$ cat src/rtl/riscv_pkg.sv
// Shared constants for the RV32 pipeline: data width, bubble encoding and
// default reset/IMEM parameters.
package riscv_pkg;
  localparam int unsigned XLEN            = 32;
  localparam logic [31:0] NOP_INSTR_C     = 32'h0000_0013;
  localparam logic [31:0] RESET_PC_C      = 32'h0000_0000;
  localparam int unsigned IMEM_WORDS_C    = 1024;
endpackage

$ cat src/rtl/if_id_reg.sv
// IF/ID pipeline register bundle with bubble (highest priority), hold and load.
module if_id_reg
  import riscv_pkg::*;
#(
  parameter logic [XLEN-1:0] NOP_INSTR = NOP_INSTR_C
) (
  input  logic            clk,
  input  logic            rst,
  input  logic            i_bubble,
  input  logic            i_hold,
  input  logic [XLEN-1:0] i_instr,
  input  logic [XLEN-1:0] i_pc,
  input  logic [XLEN-1:0] i_pc_plus4,
  input  logic            i_misalign,
  input  logic            i_fault,
  output logic [XLEN-1:0] o_instr,
  output logic [XLEN-1:0] o_pc,
  output logic [XLEN-1:0] o_pc_plus4,
  output logic            o_valid,
  output logic            o_misalign,
  output logic            o_fault
);

  logic [XLEN-1:0] r_instr;
  logic [XLEN-1:0] r_pc;
  logic [XLEN-1:0] r_pc_plus4;
  logic            r_valid;
  logic            r_misalign;
  logic            r_fault;

  always_ff @(posedge clk or posedge rst) begin
    if (rst) begin
      r_instr    <= NOP_INSTR;
      r_pc       <= '0;
      r_pc_plus4 <= '0;
      r_valid    <= 1'b0;
      r_misalign <= 1'b0;
      r_fault    <= 1'b0;
    end else if (i_bubble) begin
      r_instr    <= NOP_INSTR;
      r_pc       <= '0;
      r_pc_plus4 <= '0;
      r_valid    <= 1'b0;
      r_misalign <= 1'b0;
      r_fault    <= 1'b0;
    end else if (!i_hold) begin
      r_instr    <= i_instr;
      r_pc       <= i_pc;
      r_pc_plus4 <= i_pc_plus4;
      r_valid    <= 1'b1;
      r_misalign <= i_misalign;
      r_fault    <= i_fault;
    end
  end

  assign o_instr    = r_instr;
  assign o_pc       = r_pc;
  assign o_pc_plus4 = r_pc_plus4;
  assign o_valid    = r_valid;
  assign o_misalign = r_misalign;
  assign o_fault    = r_fault;

endmodule

$ cat src/rtl/fetch_stage.sv
// IF stage: PC register, next-PC selection, IMEM range check and IF/ID capture.
// The hazard unit stalls with stall_f and stall_d together; pc_src_e overrides both.
module fetch_stage
  import riscv_pkg::*;
#(
  parameter logic [XLEN-1:0] RESET_PC   = RESET_PC_C,
  parameter logic [XLEN-1:0] NOP_INSTR  = NOP_INSTR_C,
  parameter int unsigned     IMEM_WORDS = IMEM_WORDS_C
) (
  input  logic            clk,
  input  logic            rst,
  input  logic            stall_f,
  input  logic            stall_d,
  input  logic            flush_d,
  input  logic            pc_src_e,
  input  logic [XLEN-1:0] pc_target_e,
  output logic [XLEN-1:0] imem_addr,
  input  logic [XLEN-1:0] imem_rdata,
  output logic [XLEN-1:0] pc_f,
  output logic [XLEN-1:0] instr_d,
  output logic [XLEN-1:0] pc_d,
  output logic [XLEN-1:0] pc_plus4_d,
  output logic            valid_d,
  output logic            misalign_d,
  output logic            fault_d
);

  logic [XLEN-1:0] r_pc;
  logic            r_misalign_f;
  logic [XLEN-1:0] w_pc_plus4;
  logic [XLEN-1:0] w_pc_next;
  logic            w_misalign_next;
  logic            w_fault;
  logic [XLEN-1:0] w_instr_f;

  assign w_pc_plus4 = r_pc + 32'd4;
  assign w_fault    = {2'b00, r_pc[XLEN-1:2]} >= IMEM_WORDS;
  assign w_instr_f  = w_fault ? NOP_INSTR : imem_rdata;

  always_comb begin
    w_pc_next       = w_pc_plus4;
    w_misalign_next = 1'b0;
    if (pc_src_e) begin
      w_pc_next       = {pc_target_e[XLEN-1:2], 2'b00};
      w_misalign_next = |pc_target_e[1:0];
    end else if (stall_f) begin
      w_pc_next       = r_pc;
      w_misalign_next = r_misalign_f;
    end
  end

  // The misalign flag belongs to the fetch at the redirected PC, so it holds
  // while that fetch is stalled and clears once the PC moves on.
  always_ff @(posedge clk or posedge rst) begin
    if (rst) begin
      r_pc         <= RESET_PC;
      r_misalign_f <= 1'b0;
    end else begin
      r_pc         <= w_pc_next;
      r_misalign_f <= w_misalign_next;
    end
  end

  if_id_reg #(.NOP_INSTR(NOP_INSTR)) u_if_id (
    .clk        (clk),
    .rst        (rst),
    .i_bubble   (flush_d | pc_src_e),
    .i_hold     (stall_d),
    .i_instr    (w_instr_f),
    .i_pc       (r_pc),
    .i_pc_plus4 (w_pc_plus4),
    .i_misalign (r_misalign_f),
    .i_fault    (w_fault),
    .o_instr    (instr_d),
    .o_pc       (pc_d),
    .o_pc_plus4 (pc_plus4_d),
    .o_valid    (valid_d),
    .o_misalign (misalign_d),
    .o_fault    (fault_d)
  );

  assign imem_addr = r_pc;
  assign pc_f      = r_pc;

  a_stall_pair: assert property (@(posedge clk) disable iff (rst) !(stall_f && !stall_d));

endmodule

$ cat config.mk
export PLATFORM = sky130hd
export DESIGN_NAME = fetch_stage
export DESIGN_NICKNAME = d
export VERILOG_FILES = /design/src/rtl/riscv_pkg.sv /design/src/rtl/if_id_reg.sv /design/src/rtl/fetch_stage.sv
export SDC_FILE = /design/constraint.sdc
export NUM_CORES = 1
export LEC_CHECK = 0
export ABC_AREA = 1
export CORE_MARGIN = 2
export CORE_UTILIZATION = 40
export DETAILED_ROUTE_END_ITERATION = 8
export GPL_ROUTABILITY_DRIVEN = 0
export PLACE_DENSITY = 0.73
export SLEW_MARGIN = 25
export SYNTH_ARGS = -nofsm -noshare
export SYNTH_HDL_FRONTEND = slang
export SYNTH_SLANG_ARGS = --single-unit
$ cat constraint.sdc
create_clock -name clk -period 7.55 [get_ports clk]
set_clock_uncertainty 0.05 [all_clocks]
set_input_delay 0.755 -clock clk [delete_from_list [all_inputs] [get_ports clk]]
set_output_delay 0.755 -clock clk [all_outputs]
set_load 0.03 [all_outputs]
== Word-level counts from Yosys, hierarchy flattened ==
Index checks and enable logic that the tools add are counted.

* Flip-flop bits (word level): 132
* Latch bits: 0
* Memory bits (writable): 0
* Memory bits (read-only): 0
* Input port bits: 70
* Logic and storage cells: 31
* Memories: 0

* Add/subtract/negate cells: 1
* Multiply operators: 0
* Divide/modulo/power cells: 0
* $lt $le $gt $ge: 1
* Equal/unequal tests: 2
* Shift-type cells: 0
* Mux-type cells: 17
* Bitwise operators: 1
* Reduce and logical (&&, ||, !) cells: 1

{| class="wikitable"
|+ Operators with widths
! kind !! count
|-
| two-way mux 32 bit || 9
|-
| adder 32 x 3 -> 32 bit (second input constant) || 1
|-
| greater-or-equal comparator 30 x 11 -> 1 bit (second input constant) || 1
|-
| two-way mux 1 bit || 8
|-
| inequality test 2 x 1 -> 1 bit (second input constant) || 2
|-
| OR reduction 2 bit || 1
|-
| bitwise OR 1 bit || 1
|}

== Depth between registers and ports, before layout ==
* Word-level depth: 4
* Gate-level depth with buffers: 10
* Mapped depth without buffers: 10

== By module ==
From an unflattened synthesis, not the netlist that was laid out.

* Cell total of the unflattened synthesis: 917
* Area, all modules: 6,825.3 um^2

{| class="wikitable"
|+ Modules (own cells, without submodules)
! module !! instances !! cells each !! area an instance (um^2) !! sequential area each (um^2)
|-
| if_id_reg || 1 || 439 || 3,927.5 || 2,481.1
|-
| fetch_stage || 1 || 478 || 2,897.8 || 775.7
|}

== Least setup slack after synthesis ==
No wires, ideal clock.

* Path kind: register -> register
* Start point: reg r_pc[2] (netlist: imem_addr[2])
* End point: reg r_pc[26] (netlist: imem_addr[26])
* Data arrival time: 1.586 ns
* Slack: 5.797 ns
* Stages on the path, launching flop included: 11
* Path through: dfrtp_1 > ha_1 > nand3_2 > inv_2 > nand2_1 > clkinv_1 > nand2_1 > nand2_1 > nand2_1 > nand2_1 > nand2_1

* Longest elaborated chain between the ends: 3

{| class="wikitable"
|+ RTL lines
! item !! line !! RTL
|-
| from (decl) || fetch_stage.sv:28 || <nowiki>logic [XLEN-1:0] r_pc;</nowiki>
|-
| from (signal assigned) || fetch_stage.sv:59 || <nowiki>r_pc <= w_pc_next;</nowiki>
|-
| adder 32 x 3 -> 32 bit || fetch_stage.sv:36 || <nowiki>assign w_pc_plus4 = r_pc + 32'd4;</nowiki>
|-
| two-way mux 32 bit || fetch_stage.sv:46 || <nowiki>end else if (stall_f) begin</nowiki>
|-
| two-way mux 32 bit || fetch_stage.sv:43 || <nowiki>if (pc_src_e) begin</nowiki>
|}

Every way passes these cells. The select of a mux whose other input is x is not followed.
A chain may end at the register's enable or synchronous reset.

== Worst setup path in the final report ==
* Start point: in pc_src_e
* End point: reg u_if_id.r_instr[0] (netlist: u_if_id.o_instr[0])

* Longest elaborated chain between the ends: 2
* Elaborated cells between the ends (all ways): 3
* Classes of those cells: 1 x eq/ne; 1 x mux; 1 x bitwise

{| class="wikitable"
|+ RTL lines
! item !! line !! RTL
|-
| from (decl) || fetch_stage.sv:15 || <nowiki>input logic pc_src_e,</nowiki>
|-
| bitwise OR 1 bit * || fetch_stage.sv:67 || <nowiki>.i_bubble (flush_d | pc_src_e),</nowiki>
|-
| inequality test 2 x 1 -> 1 bit (no line) / two-way mux 32 bit (equally long branches) || n/a ||
|-
| to (signal assigned) || if_id_reg.sv:47 || <nowiki>r_instr <= i_instr;</nowiki>
|-
| to (decl) || if_id_reg.sv:24 || <nowiki>logic [XLEN-1:0] r_instr;</nowiki>
|}

Every way passes the cells marked *; elsewhere a longest branch is shown, timed or not.

==> results.ini <==
[setup_path]
cp.required_ns = 7.85
start_kind = input pin
r2r_end = u_if_id.o_instr[16]
rr_startpoint = imem_addr[28]
crit_path_max_fanout = 53
crit_path_end = u_if_id.o_instr[0]
crit_arrival_ns = 3.16
r2r_slack_ns = 5.49
setup.worst_path.class = input pin to register
reg2regPathDepth = 5
crit_path_end_kind = register
crit_start = pc_src_e

[pwr]
p_total_mw = 1.96
irDropWorstVdd_mv = 0.153
seqPwrFrac = 0.383
swShare = 0.295
power.internal_mw = 1.38
p_comb_frac = 0.183
switchingPower_mw = 0.580
clock_power_share = 0.435
leakage_nw = 3.90
p_per_area_nw_per_um2 = 220

[drt]
wl_per_cell_microns = 16.5
dr.pass1.iters = 5
drt_iter0_markers = 416
ant_nets = 0
wirelength_microns = 19600
viasPerCell = 5.00
drc = 0
num_vias = 5914

[global_routing]
grt_first_pass_wirelength_microns = 30700
grt_use_total = 0.242
antenna_found_initial = 0
grt_pass1_vias = 5760
grt_max_degree = 93
grt_overflow_total = 0

[logic_synthesis]
synthCells = 795
synth_flop_cell = dfrtp_1
async_reset_ff_frac = 1.00
synth_edf_count = 0
synth_warnings = 0
yosysTopAreaCellShare = 0.497
syn_avg_cell_area_sq_um = 7.79
synthDistinctLibCells = 31
ys_ff_latch = 126
synth.cell_area_sq_um = 6190
ys_seq_area_frac = 0.510
synthTopCellsByArea = dfrtp_1 50%, nand2_1 19%, o21ai_0 6.3%, buf_4 4.7%, nor2_1 3.4%
synth_area_leader_cell = dfrtp_1

[finish]
antenna_cells = 0
fillers = 1384
area_delta_synth_final_pct = 44.3
drive_gt1_frac = 0.0594
layout.nets = 1053
final_area_sq_um = 8930

[place]
dp_slack_ns = 4.27
place_area_sq_um = 8310
portBuffers = 224
hpwl_microns = 14100

[floorplan]
die_x_microns = 128
num_io_pins = 233
placementRows = 45
design.die.area_sq_um = 16500
initial_core_util = 0.409
core_area_sq_um = 15100
die_h_microns = 128

[clock_tree]
cts_root_buf = clkbuf_16
ctsHtreeMaxLevel = 4
post_cts_buffers = 0
cts.clk_slew.worst_paths_ns = 0.06
cts_resized = 0
cts_sinks = 126
clk_path_buf_depth = 2
cts_tree = done
cts_buffers = 17
clock_latency_ns = 0.42
cts_hold_buf = 0

[status]
status = finished clean

[sta]
tns_ns = 0
worstMarginPinSlew_ns = 0.933
whs_ns = 0.430
setup_viol = 0
drv_slew = 0
maxSlewHeadroom = 0.378
fin_ws_ns = 4.69
timing.final.crit_share = 0.379
hold_viol = 0
fin_crit_ns = 2.86
fmax_mhz = 349
rsz0062_at_grt = no

[hold_path]
hold_depth = 2
hold_class = register to register

[job]
drv_cap = 0

## power groups by stage
| stage | Sequential [mW] | Combinational, mW | Clock (mW) |
|---|---|---|---|
| 5_1_grt | 0.755 | 0.385 | 0.899 |
| 2_1_floorplan | 0.805 | 0.167 | 0 |
| 4_1_cts | 0.751 | 0.361 | 0.866 |
| 3_3_place_gp | 0.761 | 0.358 | 0 |
| 3_5_place_dp | 0.762 | 0.360 | 0 |
| 6_report | 0.751 | 0.359 | 0.853 |
## layout make-up
cell class / instances / area (sq um) / area share
flip-flops and latches: 126 / 3160 / 0.353
multi-input cells: 551 / 2430 / 0.272
repair buffers: 229 / 2280 / 0.256
clock buffers: 20 / 457 / 0.0511
well taps: 188 / 235 / 0.0263
inverters: 56 / 213 / 0.0238
clock inverters: 12 / 159 / 0.0178
## critical path, cell delays in order
cell             delay, ns
clkdlybuf4s50_1       0.40
buf_4                 0.26
nor2_2                0.14
inv_2                 0.08
nor2_4                0.07
buf_4                 0.49
inv_2                 0.43
or2_0                 0.31
nor2_1                0.10
nor2_1                0.07
## per-layer routing
metal	global-route usage	share of wire	vias to the layer above
met4	0.0866	0.019	0
met5	0	0	-
li1	-	-	2839
met1	0.312	0.42	2787
met2	0.405	0.48	261
met3	0.0528	0.083	27
## cell usage after synthesis, types with 5 or more instances
cell type,number
dfrtp_1,123
nand2_1,313
clkbuf_1,11
o21ai_1,16
o21ai_0,78
buf_4,39
nand4_1,5
xor2_1,7
nand3_1,32
inv_1,49
buf_2,16
nor2_1,56
o211ai_1,7
nor2_2,7
## cells in the final DEF (no fill, tap or decap), types with 7 or more instances in the layout
cell type,count
conb_1,8
clkbuf_16,17
o211ai_1,7
nand2_1,313
o21ai_1,16
dfrtp_1,123
xor2_1,7
clkdlybuf4s50_1,224
nand3_1,31
nor2_2,7
inv_1,48
o21ai_0,78
nor2_1,55
## kinds of logic (layout without fill, tap and decap cells)
kind of cell,Yosys count,count (layout),share of synthesized area
other cells,1,8,0.000606
simple gates,424,424,0.275
buf+inv,125,317,0.104
xor+xnor,8,8,0.0113
compound gates,109,109,0.0950
fa+ha+maj,2,2,0.00404
flops,126,126,0.510
## sequential cells by signal, indices dropped and copies added (netlist names)
signal	cells
u_if_id.o_instr	32
imem_addr	30
u_if_id.o_pc	30
u_if_id.o_pc_plus4	30
r_misalign_f	1
u_if_id.o_fault	1
u_if_id.o_misalign	1
u_if_id.o_valid	1
## how the worst min path moves through the flow
stage | from | endpoint | slack [ns]
after floorplan | r_misalign_f | r_misalign_f | 0.45
after global placement | u_if_id.o_pc_plus4[22] | u_if_id.o_pc_plus4[22] | 0.42
after detailed placement | u_if_id.o_pc_plus4[23] | u_if_id.o_pc_plus4[23] | 0.42
after CTS | u_if_id.o_pc_plus4[20] | u_if_id.o_pc_plus4[20] | 0.44
after global routing | u_if_id.o_pc_plus4[20] | u_if_id.o_pc_plus4[20] | 0.45
final | u_if_id.o_pc_plus4[20] | u_if_id.o_pc_plus4[20] | 0.43
## through the flow
step | utilization | instances
4_1_cts | 0.590 | 1182
6_report | 0.590 | 1182
3_5_place_dp | 0.549 | 1150
5_1_grt | 0.590 | 1182
2_1_floorplan | - | 802
3_3_place_gp | 0.549 | 1150
Note: power is estimated with default switching activity, not from simulation.
